`src/rtl/imem_loader.sv`:
```
// rtl/imem_loader.sv - instruction memory program loader; optional checksum via IMEM_LOADER_CHECKSUM_EN
module imem_loader #(
    parameter int ADDR_W = 10,
    parameter int DATA_W = 32
) (
    input  logic              clk,
    input  logic              rst,
    input  logic              in_valid,
    output logic              in_ready,
    input  logic [DATA_W-1:0] in_data,
    output logic              imem_we,
    output logic [31:0]       imem_addr,
    output logic [DATA_W-1:0] imem_wdata,
    output logic              core_hold,
    output logic              load_done,
    output logic              load_err
);

    typedef enum logic [1:0] {
        S_IDLE = 2'd0,
        S_LOAD = 2'd1,
`ifdef IMEM_LOADER_CHECKSUM_EN
        S_CHK  = 2'd3,
`endif
        S_DONE = 2'd2
    } state_t;

    localparam logic [16:0] CAP = 17'd1 << ADDR_W;

    state_t              state_q, state_d;
    logic [ADDR_W-1:0]   addr_q, addr_d;
    logic [15:0]         rem_q, rem_d;
    logic                imem_we_q, imem_we_d;
    logic [31:0]         imem_addr_q, imem_addr_d;
    logic [DATA_W-1:0]   imem_wdata_q, imem_wdata_d;
    logic                core_hold_q, core_hold_d;
    logic                load_done_q, load_done_d;
    logic                load_err_q, load_err_d;
`ifdef IMEM_LOADER_CHECKSUM_EN
    logic [DATA_W-1:0]   xor_q, xor_d;
`endif

    logic        beat;
    logic [15:0] hdr_base, hdr_len;
    logic [16:0] hdr_end;
    logic        hdr_range_ok;
    logic        last_word;

    assign beat         = in_valid && in_ready;
    assign hdr_base     = in_data[31:16];
    assign hdr_len      = in_data[15:0];
    assign hdr_end      = {1'b0, hdr_base} + {1'b0, hdr_len};
    assign hdr_range_ok = (hdr_end <= CAP);
    assign last_word    = (rem_q == 16'd1);

    always_ff @(posedge clk) begin
        if (rst) begin
            state_q      <= S_IDLE;
            addr_q       <= '0;
            rem_q        <= '0;
            imem_we_q    <= 1'b0;
            imem_addr_q  <= '0;
            imem_wdata_q <= '0;
            core_hold_q  <= 1'b1;
            load_done_q  <= 1'b0;
            load_err_q   <= 1'b0;
`ifdef IMEM_LOADER_CHECKSUM_EN
            xor_q        <= '0;
`endif
        end else begin
            state_q      <= state_d;
            addr_q       <= addr_d;
            rem_q        <= rem_d;
            imem_we_q    <= imem_we_d;
            imem_addr_q  <= imem_addr_d;
            imem_wdata_q <= imem_wdata_d;
            core_hold_q  <= core_hold_d;
            load_done_q  <= load_done_d;
            load_err_q   <= load_err_d;
`ifdef IMEM_LOADER_CHECKSUM_EN
            xor_q        <= xor_d;
`endif
        end
    end

    always_comb begin
        state_d = state_q;
        case (state_q)
            S_IDLE: begin
                if (beat && hdr_len != 16'd0 && hdr_range_ok) begin
                    state_d = S_LOAD;
                end else if (beat && hdr_len == 16'd0) begin
                    state_d = S_DONE;
                end
            end
            S_LOAD: begin
                if (beat && last_word) begin
`ifdef IMEM_LOADER_CHECKSUM_EN
                    state_d = S_CHK;
`else
                    state_d = S_DONE;
`endif
                end
            end
`ifdef IMEM_LOADER_CHECKSUM_EN
            S_CHK: begin
                if (beat) begin
                    state_d = (in_data == xor_q) ? S_DONE : S_IDLE;
                end
            end
`endif
            S_DONE:  state_d = S_IDLE;
            default: state_d = S_IDLE;
        endcase
    end

    always_comb begin
        addr_d       = addr_q;
        rem_d        = rem_q;
        imem_we_d    = 1'b0;
        imem_addr_d  = imem_addr_q;
        imem_wdata_d = imem_wdata_q;
        core_hold_d  = core_hold_q;
        load_done_d  = 1'b0;
        load_err_d   = load_err_q;
`ifdef IMEM_LOADER_CHECKSUM_EN
        xor_d        = xor_q;
`endif
        in_ready     = !rst && (state_q != S_DONE);
        case (state_q)
            S_IDLE: begin
                // Any accepted header clears the previous error before its own range check.
                if (beat) begin
                    load_err_d = 1'b0;
                    if (hdr_len != 16'd0) begin
                        if (!hdr_range_ok) begin
                            load_err_d = 1'b1;
                        end else begin
                            addr_d      = hdr_base[ADDR_W-1:0];
                            rem_d       = hdr_len;
                            core_hold_d = 1'b1;
`ifdef IMEM_LOADER_CHECKSUM_EN
                            xor_d       = '0;
`endif
                        end
                    end
                end
            end
            S_LOAD: begin
                if (beat) begin
                    imem_we_d    = 1'b1;
                    imem_addr_d  = 32'(addr_q) << 2;
                    imem_wdata_d = in_data;
                    addr_d       = addr_q + ADDR_W'(1);
                    rem_d        = rem_q - 16'd1;
`ifdef IMEM_LOADER_CHECKSUM_EN
                    xor_d        = xor_q ^ in_data;
`endif
                end
            end
`ifdef IMEM_LOADER_CHECKSUM_EN
            S_CHK: begin
                if (beat && in_data != xor_q) begin
                    load_err_d = 1'b1;
                end
            end
`endif
            S_DONE: begin
                load_done_d = 1'b1;
                core_hold_d = 1'b0;
            end
            default: ;
        endcase
    end

    assign imem_we    = imem_we_q;
    assign imem_addr  = imem_addr_q;
    assign imem_wdata = imem_wdata_q;
    assign core_hold  = core_hold_q;
    assign load_done  = load_done_q;
    assign load_err   = load_err_q;

endmodule

```
`config.mk`:
```
export PLATFORM = sky130hd
export DESIGN_NAME = imem_loader
export DESIGN_NICKNAME = d
export VERILOG_FILES = /design/src/rtl/imem_loader.sv
export SDC_FILE = /design/constraint.sdc
export NUM_CORES = 1
export LEC_CHECK = 0
export BUFFER_PORTS_ARGS = -buffer_cell sky130_fd_sc_hd__buf_2
export CAP_MARGIN = 5
export CORE_MARGIN = 5
export CORE_UTILIZATION = 50
export CTS_CLUSTER_DIAMETER = 200
export DETAILED_ROUTE_END_ITERATION = 8
export GPL_ROUTABILITY_DRIVEN = 0
export PLACE_DENSITY = 0.75
export SLEW_MARGIN = 10
export SYNTH_ARGS = -nofsm -noshare
export SYNTH_HDL_FRONTEND = slang
export SYNTH_SLANG_ARGS = --single-unit
```
`constraint.sdc`:
```
create_clock -name clk -period 8.51 [get_ports clk]
set_input_delay 0.4255 -clock clk [delete_from_list [all_inputs] [get_ports clk]]
set_output_delay 0.4255 -clock clk [all_outputs]
set_load 0.05 [all_outputs]
```
==> parameters.txt, run 1 <==
Parameter                              Value

Worst setup path
  Crit path max fanout    72
  Critical-path cell list    buf_2, buf_4, nor2b_1, nand2_2, buf_4, inv_2, nor3_1, o22a_1
  Most used cell, CP    sky130_fd_sc_hd__buf_4
  Required time at the worst-slack endpoint    slightly below 9000 ps
  Reg2Reg Setup Slack    roughly 5100 ps
  Category of the most critical setup path    input pin to register
  Crit path largest cell delay    approximately 1000 ps
  Worst Setup Start Kind    input pin
  Slowest cell on crit path    sky130_fd_sc_hd__nor3_1
  Data arrival time of the critical path    4030 ps
  Crit path capture type    register

Floorplanning
  Standard cell core area    between 8000 and 9000 sq um
  Vertical die dimension    roughly 110 microns
  Count of pins on the block boundary    between 100 and 150
  Area of the die    11070 sq um
  Initial standard-cell utilization of the core    51.71%
  Die width    approximately 110 microns
  Num rows    34

STA
  Slew HR    a little under a quarter
  Final Hold Fails    0
  Worst-margin pin slew    ~1200 ps
  RSZ-0062 raised after global routing    false
  Time the worst path needs with I/O delays and setup    between 3000 and 4000 ps
  Maximum achievable frequency    268.6 MHz
  Final worst-path setup slack    approximately 4800 ps
  Fin crit share    43.74%
  Setup-failing EPs final    0
  Setup TNS    0 ps
  Setup Skew    ~6.5 ps
  Final max-slew violation count    0

Finish
  Final net count    695
  Fraction of the core area covered by cells at the end of the flow    between 50% and 60%
  Area of combinational cells with multiple inputs    about 2800 sq um
  Commonest non-fill, non-tap cells in the layout    sky130_fd_sc_hd__nand2_1 (104), sky130_fd_sc_hd__buf_2 (81), sky130_fd_sc_hd__a21oi_1 (75)
  Diode count    0
  Most common library cell in the layout ignoring fill and taps    sky130_fd_sc_hd__nand2_1
  Fraction of final layout cells sized beyond drive strength 1    around 18%
  Sequential Area    1481 sq um
  Layout filler cell count    ~860
  Area added between synthesis and finish    11.57%

Synth
  Sequential fraction of the synthesis area    roughly 33%
  Instance count of the mapped netlist    between 500 and 600
  Share of cell area taken by muxes after synthesis    under 10%
  Number of flops mapped to enable cells by yosys    0
  Synth warnings    0
  Average instance area after synthesis    7.841 sq um
  Compound-Gate Fraction of Synth Area    between 20% and 30%
  Dominant combinational cell family by area after synthesis    compound AO/OA/AOI/OAI gates
  Adder-Cell Fraction of Synth Area    under 10%
  Leading register cell type out of synthesis    sky130_fd_sc_hd__dfxtp_1
  Flop and latch count out of synthesis    74
  Number of different library cells in the post-synthesis netlist    between 60 and 70
  Combined area of all synthesized cells    4532 sq um
  Synth Area in Simple Gates    about a quarter
  Xor-xnor portion of the synthesized cell area    under 10%
  Share of synthesized registers carrying an async set or reset    0%

Run
  Max-cap violations    0

GRT
  Total global routing track utilization    23.16%
  Overflow after GRT    0
  Vias in the first global route    4184
  Antenna violations before repair    0
  Wire length of the first global-routing pass    ~21000 microns
  Maximum number of pins on one net before global-route repair    between 70 and 80

Drt
  Post-route ant nets    0
  Final routed wirelength across all metal layers    around 13000 microns
  Number of remaining DRC errors    0
  Post-detailed-route wirelength per cell    roughly 18 microns
  Detailed-route vias per instance    between 6 and 7
  Number of DRC markers in iteration 0    around 430
  Number of vias in the routed layout    4632
  First-pass detailed-route iteration total    6

Place
  Placement-stage worst setup slack    between 4000 and 5000 ps
  Estimated wirelength of the detail-placed design    ~9400 microns
  Number of port buffers    81

Clock tree
  Clock-pin slew on the worst setup and hold paths    roughly 80 ps
  Hold Buf Count CTS    0
  CTS tree    built
  Skew-Pair Late Insertion Delay    360 ps
  Post-CTS setup repair buffer count    0
  Number of resized instances in the post-cts repair step    0
  Clock Tree Buf Depth    2
  Clock root buffer    sky130_fd_sc_hd__clkbuf_8
  H-Tree Depth    3
  CTS sink cnt    74
  CTS Buf Count    9

Power and ir drop
  Share of total power in the clock network    a little over a third
  Leak    about 2.3 nW
  VDD IR max    between 0.00007 and 0.00008 V
  Pwr Density    151.4 nW/um^2
  Switching Share    a little under a third
  Sequential cell fraction of total power    45.5%
  Combinational cell fraction of total power    19.1%
  Psw    about 0.00024 W
  Internal power contribution    ~0.00053 W

Min path
  Tightest Hold Check Type    input pin to register

Run status
  Outcome    completed
[per-layer routing]
metal	share of wire [%]	vias up	GRT usage, %
li1	-	2194	-
met3	8.4	38	5.055
met5	0	-	0
met4	2.9	0	9.224
met2	47	198	36.86
met1	41	2202	30.39
[synth_stat cells, types with 5 or more instances]
master / n / share of area (%)
sky130_fd_sc_hd__nand3_1: 7 / 0.77
sky130_fd_sc_hd__dfxtp_1: 74 / 33
sky130_fd_sc_hd__a21oi_1: 75 / 8.3
sky130_fd_sc_hd__buf_4: 22 / 3.6
sky130_fd_sc_hd__nand2_1: 105 / 8.7
sky130_fd_sc_hd__nand4_1: 8 / 1.1
sky130_fd_sc_hd__and3_1: 15 / 2.1
sky130_fd_sc_hd__o21a_1: 6 / 0.99
sky130_fd_sc_hd__ha_1: 19 / 5.2
sky130_fd_sc_hd__nor2_1: 30 / 2.5
sky130_fd_sc_hd__a211oi_1: 6 / 0.99
sky130_fd_sc_hd__inv_1: 11 / 0.91
sky130_fd_sc_hd__o21ai_0: 10 / 1.1
sky130_fd_sc_hd__buf_1: 6 / 0.50
sky130_fd_sc_hd__o211ai_1: 8 / 1.3
sky130_fd_sc_hd__nor4b_1: 6 / 1.2
sky130_fd_sc_hd__nor4_1: 8 / 1.1
sky130_fd_sc_hd__mux2i_1: 7 / 1.5
sky130_fd_sc_hd__or3_1: 9 / 1.2
sky130_fd_sc_hd__a211o_1: 8 / 1.5
sky130_fd_sc_hd__a31oi_1: 8 / 1.1
sky130_fd_sc_hd__a21o_1: 8 / 1.3
sky130_fd_sc_hd__nor3_1: 20 / 2.2
sky130_fd_sc_hd__xnor2_1: 7 / 1.4
sky130_fd_sc_hd__o21ai_1: 5 / 0.55
sky130_fd_sc_hd__clkbuf_1: 21 / 1.7
sky130_fd_sc_hd__a22oi_1: 7 / 1.2
[cells by family after synthesis]
group | Yosys count
multiplexers | 7
AND/OR/NAND/NOR | 225
other | 1
XOR/XNOR | 10
adder cells (fa/ha/maj) | 20
flip-flops | 74
AO/OA/AOI/OAI | 175
buffers and inverters | 66
[worst paths after layout]
path,startpoint,end,depth (start not counted)
max,rst,rem_q[14],8
min,in_data[26],imem_wdata[26],3
max reg2reg,state_q[0],rem_q[13],7
min reg2reg,imem_wdata[31],imem_wdata[31],2
[critical path, delay by kind of cell]
family                 cells  cell delay [ps]
AO/OA/AOI/OAI              1              280
buffers and inverters      4             1730
AND/OR/NAND/NOR            3             1470
[power groups by stage]
stage | Combinational, W | Clock (W) | Sequential (W)
final | 0.000146 | 0.000271 | 0.000348
after detailed placement | 0.000142 | 0 | 0.000356
after CTS | 0.000143 | 0.000273 | 0.000348
after floorplan | 0.000111 | 0 | 0.000358
after global placement | 0.000138 | 0 | 0.000356
after global routing | 0.000156 | 0.000289 | 0.000348
[registers in the layout, summed over array words and instances, names as in the netlist]
| name | count |
|---|---|
| imem_addr | 10 |
| rem_q | 16 |
| state_q | 2 |
| imem_we | 1 |
| addr_q | 10 |
| load_err | 1 |
| imem_wdata | 32 |
| load_done | 1 |
| core_hold | 1 |
[per-stage QoR]
| stage | instance area (sq um) | instances | hold slack, ps | total power, W |
|---|---|---|---|---|
| after detailed placement | 4872 | 737 | 443.5 | 0.0004979 |
| after global placement | 4872 | 737 | 438.9 | 0.0004947 |
| final | 5056 | 752 | 326.5 | 0.0007655 |
| after global routing | 5056 | 752 | 340.6 | 0.0007934 |
| after CTS | 5056 | 752 | 324.9 | 0.0007637 |
| after floorplan | 4611 | 599 | 449.2 | 0.0004692 |
[area by class of cell]
| cell class | instances | share of cell area (%) |
|---|---|---|
| clock buffer | 10 | 2.524 |
| clock inverter | 5 | 1.114 |
| inverter | 12 | 0.8909 |
| multi-input combinational | 459 | 55.04 |
| sequential | 74 | 29.30 |
| tap | 108 | 2.673 |
| timing repair buffer | 84 | 8.463 |
Power figures use the tool's default switching activity.
==> inputs of run 2 (changes only) <==
- CORE_UTILIZATION: 50 -> 49
- PLACE_DENSITY: 0.75 -> 0.76
- clock period: 8.51 -> 3.1 ns (I/O delays scaled with it)
==> run 2 against run 1 <==
Effect of this change: non-clock buffer count is 32 higher; sequential share of layout area is 1.4 points lower; core utilization is 0.67 points higher; critical path depth is 3 higher; flip-flop and latch count stayed put; largest power group unchanged.
==> parameters.txt, run 2 (same netlist as run 1, synthesis figures left out) <==
Parameter                              Value

Run status
  Outcome    completed

STA
  Setup TNS    0 ps (unchanged)
  Maximum achievable frequency    around 340 MHz
  Time the worst path needs with I/O delays and setup    approximately 2900 ps
  Fin crit share    a little over nine tenths
  Worst-margin pin slew    849.0 ps (-301.3 ps)
  Setup Skew    7.855 ps (+1.328 ps)
  Setup-failing EPs final    0 (unchanged)
  RSZ-0062 raised after global routing    false
  Final worst-path setup slack    189.7 ps (-4598 ps)
  Final Hold Fails    0 (unchanged)
  Final max-slew violation count    0 (unchanged)
  Worst hold slack across all endpoints    51.00 ps (-275.5 ps)
  Slew HR    42.97% (+20 points)

Power and ir drop
  Internal power contribution    0.001412 W (+170%)
  Psw    0.0007003 W (+190%)
  Leak    2.436 nW (+7.2%)
  Combinational cell fraction of total power    20.8% (+1.7 points)
  Sequential cell fraction of total power    45.3% (-0.2 points)
  Share of total power in the clock network    34.0% (-1.4 points)
  Pwr Density    397.4 nW/um^2 (+160%)
  VDD IR max    0.0001783 V (+130%)
  Switching Share    33.15% (+1.8 points)

Finish
  Diode count    0 (unchanged)
  Cell Count, Final, Fillers Out    788 (+4.8%)
  Flip-flop count of the largest register, all copies and words added    32 (unchanged)
  Commonest non-fill, non-tap cells in the layout    sky130_fd_sc_hd__nand2_1 (104), sky130_fd_sc_hd__buf_2 (81), sky130_fd_sc_hd__a21oi_1 (75)
  Fraction of final layout cells sized beyond drive strength 1    21.86% (+4.3 points)
  Final non-filler cell area    5316 sq um (+5.1%)
  Layout filler cell count    827 (-3.3%)
  Area added between synthesis and finish    17.31%
  Final net count    727 (+4.6%)
  Most common library cell in the layout ignoring fill and taps    sky130_fd_sc_hd__nand2_1

Drt
  Number of vias in the routed layout    4714 (+1.8%)
  Detailed-route vias per instance    5.982 (-2.9%)
  Final routed wirelength across all metal layers    13380 microns (+0.31%)
  Number of DRC markers in iteration 0    370 (-13%)
  Post-route ant nets    0 (unchanged)
  First-pass detailed-route iteration total    5 (-1)
  Post-detailed-route wirelength per cell    16.98 microns (-4.3%)
  Number of remaining DRC errors    0 (unchanged)

Clock tree
  H-Tree Depth    3 (unchanged)
  CTS Buf Count    9 (unchanged)
  CTS sink cnt    74 (unchanged)
  Clock root buffer    sky130_fd_sc_hd__clkbuf_8
  CTS tree    built
  Clock Tree Buf Depth    2 (unchanged)
  Clock-pin slew on the worst setup and hold paths    90 ps (about the same)
  Hold Buf Count CTS    0 (unchanged)
  Post-CTS setup repair buffer count    0 (unchanged)
  Skew-Pair Late Insertion Delay    360 ps (about the same)

Floorplanning
  Initial standard-cell utilization of the core    49.75% (-2.0 points)
  Num rows    35 (+2.9%)
  Area of the die    11270 sq um (+1.8%)
  Count of pins on the block boundary    104 (unchanged)
  Die width    106.2 microns (+0.92%)
  Vertical die dimension    106.2 microns (+0.92%)
  Standard cell core area    9109 sq um (+3.9%)

Place
  Number of port buffers    81 (unchanged)
  Placement-stage worst setup slack    -153.5 ps (-4708 ps)
  Estimated wirelength of the detail-placed design    9942 microns (+5.5%)
  Number of placed cells counting well taps    772 (+4.7%)
  Post-detailed-placement cell area    5129 sq um (+5.3%)

Worst setup path
  Required time at the worst-slack endpoint    3410 ps (-5400 ps)
  Most used cell, CP    sky130_fd_sc_hd__o211ai_1
  Category of the most critical setup path    input pin to register
  Data arrival time of the critical path    3220 ps (-810 ps)
  Critical-path cell list    buf_2, ha_1, fa_1, a21o_1, a221oi_4, o211ai_1, and4b_1, o211ai_1, nor4_4, nor3_1, o22a_1
  Crit path max fanout    7 (-90%)
  Crit path capture type    register
  Worst Setup Start Kind    input pin
  Crit path largest cell delay    660 ps (-370 ps)
  Slowest cell on crit path    sky130_fd_sc_hd__nor3_1

GRT
  Wire length of the first global-routing pass    21380 microns (+1.1%)
  Antenna violations before repair    0 (unchanged)
  Total global routing track utilization    23.46% (+0.31 points)
  Overflow after GRT    0 (unchanged)
  Vias in the first global route    4259 (+1.8%)
  Maximum number of pins on one net before global-route repair    69 (-5.5%)

Min path
  Tightest Hold Check Type    input pin to register

Run
  Max-cap violations    0 (unchanged)
[run 2: changes by cell type in the layout (fill, tap and decap cells not counted)]
cell / delta
sky130_fd_sc_hd__clkinv_2: -1
sky130_fd_sc_hd__buf_4: +31
sky130_fd_sc_hd__a211oi_1: -1
sky130_fd_sc_hd__inv_8: +1
sky130_fd_sc_hd__buf_12: +1
sky130_fd_sc_hd__inv_6: +3
sky130_fd_sc_hd__clkbuf_1: -1
sky130_fd_sc_hd__a211oi_2: +1
sky130_fd_sc_hd__bufinv_16: -1
[run 2: final timing paths]
| check | slack [ps] | cells after the start | startpoint | endpoint |
|---|---|---|---|---|
| hold / removal | 50 | 3 | in_data[28] | imem_wdata[28] |
| setup / recovery | 190 | 11 | in_data[0] | rem_q[14] |
| hold reg to reg | 450 | 2 | imem_wdata[4] | imem_wdata[4] |
| setup reg to reg | 430 | 7 | rem_q[0] | rem_q[13] |
[run 2: per-stage QoR]
stage          total power [W]  utilization [%]
5_1_grt               0.002205            58.37
3_5_place_dp          0.001404            56.30
6_report              0.002113            58.37
3_3_place_gp          0.001395            56.30
2_1_floorplan         0.001288                -
4_1_cts               0.002121            58.31
[run 2: power groups by stage]
stage | clock [W] | sequential [W] | combinational [W]
6_report | 0.000718 | 0.000956 | 0.000439
5_1_grt | 0.000776 | 0.000957 | 0.000472
4_1_cts | 0.000736 | 0.000956 | 0.000429
3_5_place_dp | 0 | 0.000978 | 0.000426
3_3_place_gp | 0 | 0.000978 | 0.000417
2_1_floorplan | 0 | 0.000983 | 0.000306
[run 2: final cells by class]
| class | count | area, sq um | area share, % |
|---|---|---|---|
| Sequential cell | 74 | 1481 | 27.87 |
| Clock buffer | 9 | 123.9 | 2.330 |
| Tap cell | 111 | 138.9 | 2.612 |
| Multi-Input combinational cell | 459 | 2788 | 52.44 |
| Timing Repair Buffer | 116 | 680.7 | 12.80 |
| Clock inverter | 7 | 58.81 | 1.106 |
| Inverter | 12 | 45.04 | 0.8473 |
[run 2: what timing repair did]
action | 4_1_cts | 5_1_grt
endpoints found under the setup margin | 0 | 1
gates resized for setup | 0 | 1
hold endpoints to repair | 0 | 0
[run 2: routing by layer]
| metal | GRT usage, % | vias to the layer above | share of wire (%) |
|---|---|---|---|
| li1 | - | 2266 | - |
| met1 | 30.65 | 2198 | 41 |
| met2 | 39.00 | 218 | 47 |
| met3 | 4.250 | 32 | 8.9 |
| met4 | 7.771 | 0 | 2.7 |
| met5 | 0 | - | 0 |
[run 2: worst max-delay path: cells and delay by family]
family | cells | cell delay [ps]
compound gates | 5 | 1280
simple gates | 3 | 1010
fa+ha+maj | 2 | 660
buf+inv | 1 | 120
